`src/rtl/bus_host_arbiter_pkg.sv`:
```
// Shared helpers for the host arbiter slice: index-width sizing that never collapses to zero bits.
package bus_host_arbiter_pkg;

  function automatic int idx_width(input int n);
    return (n > 1) ? $clog2(n) : 1;
  endfunction

endpackage

```
`src/rtl/bus_arb_id_fifo.sv`:
```
// Host-ID FIFO recording granted-but-unanswered transactions; head visible combinationally.
// Push is ignored when full and pop when empty; the arbiter never requests either.
module bus_arb_id_fifo
  import bus_host_arbiter_pkg::*;
#(
  parameter int Depth = 2,
  parameter int Width = 1
) (
  input  logic                         clk_i,
  input  logic                         rst_i,
  input  logic                         push_i,
  input  logic [Width-1:0]             push_dat_i,
  input  logic                         pop_i,
  output logic [Width-1:0]             head_o,
  output logic                         full_o,
  output logic                         empty_o,
  output logic [$clog2(Depth+1)-1:0]   count_o
);

  localparam int PtrW = idx_width(Depth);
  localparam int CntW = $clog2(Depth + 1);

  logic [Width-1:0] mem_q [Depth];
  logic [PtrW-1:0]  wr_ptr_q, wr_ptr_d;
  logic [PtrW-1:0]  rd_ptr_q, rd_ptr_d;
  logic [CntW-1:0]  count_q, count_d;
  logic             do_push, do_pop;

  function automatic logic [PtrW-1:0] next_ptr(input logic [PtrW-1:0] p);
    return (p == PtrW'(Depth - 1)) ? '0 : p + 1'b1;
  endfunction

  assign full_o  = (count_q == CntW'(Depth));
  assign empty_o = (count_q == '0);
  assign count_o = count_q;
  assign head_o  = mem_q[rd_ptr_q];
  assign do_push = push_i & ~full_o;
  assign do_pop  = pop_i & ~empty_o;

  always_comb begin
    wr_ptr_d = do_push ? next_ptr(wr_ptr_q) : wr_ptr_q;
    rd_ptr_d = do_pop ? next_ptr(rd_ptr_q) : rd_ptr_q;
    count_d  = count_q;
    case ({do_push, do_pop})
      2'b10:   count_d = count_q + 1'b1;
      2'b01:   count_d = count_q - 1'b1;
      default: count_d = count_q;
    endcase
  end

  always_ff @(posedge clk_i) begin
    if (rst_i) begin
      wr_ptr_q <= '0;
      rd_ptr_q <= '0;
      count_q  <= '0;
    end else begin
      wr_ptr_q <= wr_ptr_d;
      rd_ptr_q <= rd_ptr_d;
      count_q  <= count_d;
    end
  end

  // Storage needs no reset: occupancy is tracked by count_q alone.
  always_ff @(posedge clk_i) begin
    if (do_push) mem_q[wr_ptr_q] <= push_dat_i;
  end

endmodule

```
`src/rtl/bus_host_arbiter.sv`:
```
// Round-robin arbiter (with lock on stalled request) sharing one device port among NrHosts hosts.
// Zero-latency grant and response routing; dev_req_o drops while MaxOutstanding IDs are in flight.
module bus_host_arbiter
  import bus_host_arbiter_pkg::*;
#(
  parameter int NrHosts        = 2,
  parameter int DataWidth      = 32,
  parameter int AddressWidth   = 32,
  parameter int MaxOutstanding = 2
) (
  input  logic                                  clk_i,
  input  logic                                  rst_i,
  input  logic [NrHosts-1:0]                    host_req_i,
  output logic [NrHosts-1:0]                    host_gnt_o,
  input  logic [NrHosts*AddressWidth-1:0]       host_addr_i,
  input  logic [NrHosts-1:0]                    host_we_i,
  input  logic [NrHosts*(DataWidth/8)-1:0]      host_be_i,
  input  logic [NrHosts*DataWidth-1:0]          host_wdata_i,
  output logic [NrHosts-1:0]                    host_rvalid_o,
  output logic [DataWidth-1:0]                  host_rdata_o,
  output logic [NrHosts-1:0]                    host_err_o,
  output logic                                  dev_req_o,
  output logic [AddressWidth-1:0]               dev_addr_o,
  output logic                                  dev_we_o,
  output logic [DataWidth/8-1:0]                dev_be_o,
  output logic [DataWidth-1:0]                  dev_wdata_o,
  input  logic                                  dev_gnt_i,
  input  logic                                  dev_rvalid_i,
  input  logic [DataWidth-1:0]                  dev_rdata_i,
  input  logic                                  dev_err_i,
  output logic [$clog2(MaxOutstanding+1)-1:0]   outstanding_o,
  output logic                                  spurious_o
);

  localparam int IdxW = idx_width(NrHosts);
  localparam int BeW  = DataWidth / 8;
  localparam int CntW = $clog2(MaxOutstanding + 1);

  logic [IdxW-1:0] prio_q, prio_d;
  logic            lock_q, lock_d;
  logic [IdxW-1:0] lock_id_q, lock_id_d;
  logic [IdxW-1:0] rr_idx, cand, winner;
  logic            rr_found, lock_live, grant, pop;
  logic [IdxW-1:0] fifo_head;
  logic            fifo_full, fifo_empty;
  logic [CntW-1:0] fifo_count;

  always_comb begin
    rr_idx   = prio_q;
    rr_found = 1'b0;
    cand     = '0;
    for (int i = 0; i < NrHosts; i++) begin
      cand = IdxW'((int'(prio_q) + i) % NrHosts);
      if (!rr_found && host_req_i[cand]) begin
        rr_found = 1'b1;
        rr_idx   = cand;
      end
    end
  end

  // A lock whose owner has withdrawn is ignored so a misbehaving host cannot deadlock the bus.
  assign lock_live = lock_q & host_req_i[lock_id_q];
  assign winner    = lock_live ? lock_id_q : rr_idx;

  // Full is taken from the registered count only; a same-cycle response cannot reopen the port.
  assign dev_req_o   = ~rst_i & (|host_req_i) & ~fifo_full;
  assign grant       = dev_req_o & dev_gnt_i;
  assign dev_addr_o  = dev_req_o ? host_addr_i[int'(winner)*AddressWidth +: AddressWidth] : '0;
  assign dev_we_o    = dev_req_o ? host_we_i[winner] : 1'b0;
  assign dev_be_o    = dev_req_o ? host_be_i[int'(winner)*BeW +: BeW] : '0;
  assign dev_wdata_o = dev_req_o ? host_wdata_i[int'(winner)*DataWidth +: DataWidth] : '0;

  assign pop           = ~rst_i & dev_rvalid_i & ~fifo_empty;
  assign spurious_o    = ~rst_i & dev_rvalid_i & fifo_empty;
  assign host_rdata_o  = rst_i ? '0 : dev_rdata_i;
  assign outstanding_o = rst_i ? '0 : fifo_count;

  always_comb begin
    host_gnt_o    = '0;
    host_rvalid_o = '0;
    host_err_o    = '0;
    if (grant) host_gnt_o[winner] = 1'b1;
    if (pop) begin
      host_rvalid_o[fifo_head] = 1'b1;
      host_err_o[fifo_head]    = dev_err_i;
    end
  end

  always_comb begin
    prio_d    = prio_q;
    lock_d    = lock_q;
    lock_id_d = lock_id_q;
    if (grant) begin
      prio_d = (winner == IdxW'(NrHosts - 1)) ? '0 : winner + 1'b1;
      lock_d = 1'b0;
    end else if (dev_req_o) begin
      lock_d    = 1'b1;
      lock_id_d = winner;
    end else if (lock_q && !host_req_i[lock_id_q]) begin
      lock_d = 1'b0;
    end
  end

  always_ff @(posedge clk_i) begin
    if (rst_i) begin
      prio_q    <= '0;
      lock_q    <= 1'b0;
      lock_id_q <= '0;
    end else begin
      prio_q    <= prio_d;
      lock_q    <= lock_d;
      lock_id_q <= lock_id_d;
    end
  end

  bus_arb_id_fifo #(
    .Depth (MaxOutstanding),
    .Width (IdxW)
  ) u_id_fifo (
    .clk_i      (clk_i),
    .rst_i      (rst_i),
    .push_i     (grant),
    .push_dat_i (winner),
    .pop_i      (pop),
    .head_o     (fifo_head),
    .full_o     (fifo_full),
    .empty_o    (fifo_empty),
    .count_o    (fifo_count)
  );

endmodule

```
`config.mk`:
```
export PLATFORM = sky130hd
export DESIGN_NAME = bus_host_arbiter
export DESIGN_NICKNAME = d
export VERILOG_FILES = /design/src/rtl/bus_host_arbiter_pkg.sv /design/src/rtl/bus_arb_id_fifo.sv /design/src/rtl/bus_host_arbiter.sv
export SDC_FILE = /design/constraint.sdc
export NUM_CORES = 1
export LEC_CHECK = 0
export BUFFER_PORTS_ARGS = -buffer_cell sky130_fd_sc_hd__clkbuf_2
export CAP_MARGIN = 25
export CORE_AREA = 2 2 113 115
export CTS_BUF_LIST = sky130_fd_sc_hd__clkbuf_8
export CTS_CLUSTER_DIAMETER = 50
export DETAILED_ROUTE_END_ITERATION = 8
export DIE_AREA = 0 0 115 117
export GPL_TIMING_DRIVEN = 0
export PLACE_DENSITY = 0.57
export SLEW_MARGIN = 40
export SYNTH_ARGS = -nofsm -noshare
export SYNTH_HDL_FRONTEND = slang
export SYNTH_SLANG_ARGS = --single-unit
```
`constraint.sdc`:
```
create_clock -name clk_i -period 4.7 [get_ports clk_i]
set_clock_uncertainty 0.2 [all_clocks]
set_input_delay 0.235 -clock clk_i [delete_from_list [all_inputs] [get_ports clk_i]]
set_output_delay 0.235 -clock clk_i [all_outputs]
set_load 0.02 [all_outputs]
```
; ---- Yosys cells after proc, flatten, opt, wreduce, memory -nomap -nowiden
; Memories as Yosys holds them, arrays and structs flattened. A register that Yosys moved wholly into a read port is not among the register bits.
; Cells that the tools add are included.
; W data, S select, Z words.
[totals]
memories = 1
input_bits = 177
ff_bits = 7
elab_cells = 86
mem_bits_rw = 2
output_inout_bits = 111
[memory_table]
columns = name, depth, word_bits, read_ports, rd_ports_with_merged_regs, write_ports, line
row1 = u_id_fifo.mem_q, 2, 1, 1, 1, 1, bus_arb_id_fifo.sv:23  ; logic [Width-1:0] mem_q [Depth];
[op_classes]
n_eq_ne = 3
n_reduce_logical = 12
addsub = 6
shift = 3
magnitude_cmp = 7
mux = 34
bitwise_logic = 14
[ops]
columns = cell, n
row1 = $shiftx A64 B7 Y32, 2
row2 = $mux W32, 3
row3 = $mux W1, 23
row4 = $lt A1 B2 Y1 const B, 5
row5 = $and A1 B1 Y1, 9
row6 = $mux W2, 4
row7 = $shiftx A8 B4 Y4, 1
row8 = $add A1 B1 Y1 const B, 4
row9 = $eq A2 B2 Y1 const B, 2
row10 = $logic_and A1 B1 Y1, 4
row11 = $mux W4, 1
row12 = $not A1 Y1, 4
row13 = $pmux W2 S2, 1
row14 = $reduce_bool A2 Y1, 2
row15 = $reduce_or A2 Y1, 2
row16 = $add A2 B1 Y2 const B, 1
row17 = $and A2 B2 Y2, 1
row18 = $demux W1 S1, 2
row19 = $eq A2 B1 Y1 const B, 1
row20 = $ge A1 B1 Y1 const B, 2
row21 = $logic_not A1 Y1, 2
row22 = $logic_not A2 Y1, 1
row23 = $reduce_and A2 Y1, 1
row24 = $sub A2 B1 Y2 const B, 1

; ---- Longest topological paths before layout
[logic_depth]
word_depth = 12
mapped_depth = 8
ltp_nobuf = 7

; ---- Cells and area by module
; From an unflattened synthesis, not the netlist that was laid out.
[unflattened]
hier_cells = 345
hier_area_um2 = 1996.9
[by_module_without_submodules]
columns = mod, cells_each, n_inst, area_per_inst_um2, seq_area_each_um2
row1 = bus_host_arbiter, 316, 1, 1701.6, 60.1
row2 = bus_arb_id_fifo, 29, 1, 295.3, 160.2

; ---- Least setup slack after synthesis
; No wires, ideal clock.
[synth_timing]
path_kind = register to register
start = register u_id_fifo.count_q[0], in the netlist u_id_fifo.count_o[0]
end = register u_id_fifo.count_q[1], in the netlist u_id_fifo.count_o[1]
path_slack_ns = 2.590
arrival_ns = 1.839
required_time_ns = 4.429
period_less_slack_ns = 2.110
stages_incl_launch_ff = 7
cell_sequence = dfxtp_1 -> nor2b_1 -> or4b_1 -> buf_2 -> ha_1 -> or3_1 -> a21oi_1
[synth_via]
elab_chain_len = 7
[synth_lines]
columns = item, line
row1 = start: declaration, bus_arb_id_fifo.sv:26  ; logic [CntW-1:0] count_q, count_d;
row2 = start signal: assignment, bus_arb_id_fifo.sv:59  ; count_q <= count_d;
row3 = $eq A2 B2 Y1, bus_arb_id_fifo.sv:33  ; assign full_o = (count_q == CntW'(Depth));
row4 = $not A1 Y1, "bus_arb_id_fifo.sv:37, bus_host_arbiter.sv:66"
row5 = $and A1 B1 Y1, bus_host_arbiter.sv:66  ; assign dev_req_o = ~rst_i & (|host_req_i) & ~fifo_full;
row6 = $and A1 B1 Y1, bus_host_arbiter.sv:67  ; assign grant = dev_req_o & dev_gnt_i;
row7 = $and A1 B1 Y1, bus_arb_id_fifo.sv:37  ; assign do_push = push_i & ~full_o;
row8 = $eq A2 B1 Y1 / $eq A2 B2 Y1 (equally long branches), bus_arb_id_fifo.sv:44  ; case ({do_push, do_pop})
row9 = $pmux W2 S2 / $reduce_bool A2 Y1 (equally long branches), -
; Several ways; a longest one is shown, not always the timed one.
; A chain may end at the register's enable or synchronous reset.

; ---- Final worst setup path
[layout_timing]
start = register lock_q
end = output port dev_wdata_o[10]
[layout_via]
elab_chain_len = 4
[layout_lines]
columns = item, line
row1 = start: declaration, bus_host_arbiter.sv:40  ; logic lock_q, lock_d;
row2 = start signal: assignment, bus_host_arbiter.sv:111  ; lock_q <= lock_d;
row3 = $and A1 B1 Y1, bus_host_arbiter.sv:62  ; assign lock_live = lock_q & host_req_i[lock_id_q];
row4 = $mux W1, bus_host_arbiter.sv:63  ; assign winner = lock_live ? lock_id_q : rr_idx;
row5 = $shiftx A64 B7 Y32, bus_host_arbiter.sv:71  ; assign dev_wdata_o = dev_req_o ? host_wdata_i[int'(winner)*DataWidth +: DataWidth] : '0;
row6 = $mux W32, bus_host_arbiter.sv:71
row7 = end: declaration, bus_host_arbiter.sv:26  ; output logic [DataWidth-1:0] dev_wdata_o,
; No other way between the ends.

==> impl_summary.txt <==
----------------------------------------------------
[Timing]
  Final count of hold timing violations ... 0
  Max Slew Vio Count ... 0
  Highest attainable clock frequency ... 380.6 MHz
  Worst max-slew margin expressed relative to the limit ... a little under three fifths
  Final period demand of the worst path ... approximately 2.6 ns
  Number of setup violations in the final report ... 0
  Actual slew at the worst max-slew pin ... 0.6449 ns
  Final total negative setup slack ... 0 ns
  RSZ-0062 raised after global routing ... false
  Post-route clock period utilization ... between 50% and 60%

[Die]
  Chip Width ... ~120 um
  Total number of placement rows ... 41
  Area of the die ... 13460 um^2
  Y dimension of the die ... between 100 and 150 um
  Placeable core region ... 12310 um^2
  Top-Level Pins ... approximately 290
  Effective utilization at floorplan ... between 10% and 20%

[Global routing]
  Overflow left after global routing ... 0
  Total global routing track utilization ... ~15%
  Number of antenna violations at the first check in global routing ... 0
  Global-route wire length before repair ... ~16 mm
  Number of global-route vias before repair ... roughly 3000
  Pin count of the biggest net entering global routing ... 11

[Yosys]
  Post-synth top flop ... sky130_fd_sc_hd__dfxtp_1
  Syn. warnings ... 0
  Average footprint of a synthesized cell ... about 5.7 um^2
  Asr flop ratio synth ... 0%
  Number of synthesized flops with an enable pin ... 2
  Cell area after synthesis ... around 2000 um^2
  Total of flip-flops plus latches after synthesis ... 10
  Cell type contributing the most total cell area after synthesis ... sky130_fd_sc_hd__a21oi_1
  Post-synthesis cell count ... 346
  Post-synthesis sequential area ratio ... between 10 and 15%
  Most instantiated cells after synthesis ... sky130_fd_sc_hd__a21oi_1, sky130_fd_sc_hd__o21ai_0, sky130_fd_sc_hd__nand3_1, sky130_fd_sc_hd__nor2b_1, sky130_fd_sc_hd__clkbuf_1
  Area share of the largest cell type after synthesis ... between 10% and 20%
  Top cells by area in the synthesized netlist ... sky130_fd_sc_hd__a21oi_1, sky130_fd_sc_hd__o21ai_0, sky130_fd_sc_hd__nand3_1, sky130_fd_sc_hd__nor2b_1, sky130_fd_sc_hd__dfxtp_1
  Nets in the synthesized netlist ... approximately 520
  Distinct cell type count after synthesis ... 32

[Placement]
  HPWL reported at the end of detailed placement ... around 9.3 mm
  Number of buffers inserted by port buffering ... roughly 290
  Final weighted congestion of routability-driven global placement ... 0.7745

[Critical path]
  Critical Path, Cell by Cell ... nor2b_1 > o21a_1 > clkbuf_1 > o21ai_0 > a21oi_1 > clkbuf_2
  Crit path max fanout ... 10
  Critical path origin ... lock_q
  Endpoint of the worst register-to-register path ... u_id_fifo.count_o[1]
  Worst flop-to-flop path startpoint ... u_id_fifo.count_o[0]
  CP Data Arrival Time ... between 2 and 2.5 ns
  Largest stage delay on the critical path ... approximately 0.48 ns
  Required arrival time at the worst endpoint ... between 4 and 5 ns
  Crit path kind ... reg2out
  CP Capture Type ... primary output
  CP bufs+invs ... 2
  Top cell family by delay on the critical path ... compound AO/OA/AOI/OAI gates
  Highest-delay cell along the critical path ... sky130_fd_sc_hd__clkbuf_1
  Internal reg-to-reg setup slack ... about 2.5 ns
  Worst Reg2Reg Path Length in Cells ... 6
  CP Launch Type ... flop

[Clocking]
  Clock-pin slew of the registers on the worst-case setup and hold paths ... around 0.050 ns
  Post-CTS Setup Bufs ... 0
  Number of buffers inserted by hold repair at cts ... 0
  Number of buffers on the longest clock path ... 2
  Clock tree from TritonCTS ... built
  Clock root buffer ... sky130_fd_sc_hd__clkbuf_8
  Clock sink count ... 10
  TritonCTS buffer count ... 3
  Clock latency reported for the late side of the worst-skew pair ... 0.23 ns
  CTS H-tree lvls ... 1
  Count of instances resized after the clock tree is built ... 0

[Detailed routing]
  Post-DRT Antenna Nets ... 0
  Post-Route WL ... about 11 mm
  Router iterations before antenna repair ... 4
  DRC marker count from the first detailed-route iteration ... between 150 and 200
  Routed len/inst ... ~14 um
  Detailed-route vias per instance ... roughly 4.6
  Total via count after detailed routing ... between 3000 and 4000
  Residual DRC ... 0

[Worst hold path]
  Min-Delay Path Class ... in2reg
  Min-delay src ... dev_gnt_i
  Hold depth ... 2
  Destination of the worst hold path ... prio_q

[Power and ir drop]
  Total power draw ... between 0.5 and 0.6 mW
  Max rail drop VDD ... 84.83 uV
  Leakage ... 1.955 nW
  Power per cell area ... between 150 and 200 nW/um^2

[Final layout]
  Fillers ... between 1000 and 1500
  Total area of multi-input combinational cells ... 1559 um^2
  Final antenna diode count ... 0
  Net total in the final layout ... roughly 820
  Proportion of layout cells with a drive suffix above 1 ... 48.27%
  Layout-stage area growth over the synthesis result ... 83.96%
  Combined flip-flop and latch cell area ... about 220 um^2

[Status]
  Status ... complete, no violations

[Flow run]
  Reported max-cap violation count ... 0

----------------------------------------------------
[sequential cells by signal, indices dropped and copies added (netlist names), named ones only]
register / flops
lock_id_q: 1
lock_q: 1
prio_q: 1
u_id_fifo.count_o: 2
u_id_fifo.mem_q: 2
u_id_fifo.rd_ptr_q: 1
u_id_fifo.wr_ptr_q: 1
[worst register-to-register path, cell delays in order, from the launching register on]
cell	delay (ns)
sky130_fd_sc_hd__dfxtp_1	0.42
sky130_fd_sc_hd__nor2b_1	0.08
sky130_fd_sc_hd__or4b_1	0.45
sky130_fd_sc_hd__buf_2	0.16
sky130_fd_sc_hd__ha_1	0.31
sky130_fd_sc_hd__or3_1	0.37
sky130_fd_sc_hd__a21oi_1	0.15
[worst max path at each step]
stage	end	slack [ns]	cells after the start
after floorplan	u_id_fifo.count_o[1]	2.59	6
after CTS	dev_wdata_o[10]	1.99	6
after global routing	dev_wdata_o[10]	1.90	6
after global placement	dev_wdata_o[2]	2.18	7
final	dev_wdata_o[10]	2.07	6
after detailed placement	dev_wdata_o[10]	2.15	7
[per-layer routing]
layer | vias up | GRT usage (%) | share of wire, % | wire length (um)
li1 | 1811 | - | - | -
met1 | 1615 | 18.99 | 43 | 4868
met2 | 164 | 26.94 | 50 | 5698
met3 | 2 | 2.163 | 7.0 | 799
met4 | 0 | 0.9639 | 0.24 | 27
met5 | - | 0 | 0 | 0
[where the power goes]
part	leakage [nW]	internal [mW]	switching, mW
sequential	0.0839	0.0942	0.00589
combinational	1.85	0.159	0.248
clock	0.0231	0.0571	0.0324
total	1.95	0.310	0.287
[layout make-up]
| cell class | count | area share (%) |
|---|---|---|
| clock inverters | 1 | 0.1030 |
| plain buffers | 43 | 5.113 |
| flip-flops and latches | 10 | 6.040 |
| inverters | 4 | 0.4461 |
| well taps | 150 | 5.148 |
| repair buffers | 286 | 39.26 |
| clock buffers | 3 | 1.132 |
| multi-input cells | 289 | 42.76 |
[layout by cell type, fill, tap and decap left out, types with 3 or more instances in the layout]
| cell | n |
|---|---|
| sky130_fd_sc_hd__a21oi_1 | 72 |
| sky130_fd_sc_hd__clkbuf_1 | 33 |
| sky130_fd_sc_hd__nor2b_1 | 37 |
| sky130_fd_sc_hd__nor2_1 | 13 |
| sky130_fd_sc_hd__o21ai_0 | 72 |
| sky130_fd_sc_hd__clkbuf_8 | 3 |
| sky130_fd_sc_hd__nand3_1 | 70 |
| sky130_fd_sc_hd__clkbuf_2 | 286 |
| sky130_fd_sc_hd__nand2_1 | 3 |
| sky130_fd_sc_hd__buf_2 | 8 |
| sky130_fd_sc_hd__dfxtp_1 | 8 |
[metrics by stage]
step	std cells	hold WS, ns	instance area (um^2)	setup slack, ns	utilization, %
after global placement	782	0.2916	3601	2.185	29.25
after global routing	786	0.1072	3646	1.895	29.61
final	786	0.08285	3646	2.072	29.61
after CTS	786	0.07904	3646	1.987	29.61
after detailed placement	782	0.2867	3601	2.149	29.25
after floorplan	346	0.1514	1982	2.590	-
[kinds of logic after synthesis]
logic type | Yosys count | synth area share [%]
buf+inv | 47 | 10.23
flops | 10 | 11.11
mux | 2 | 1.073
fa+ha+maj | 1 | 0.6312
simple gates | 133 | 36.49
xor+xnor | 4 | 1.768
compound gates | 149 | 38.70
(Power assumes the default switching activity.)
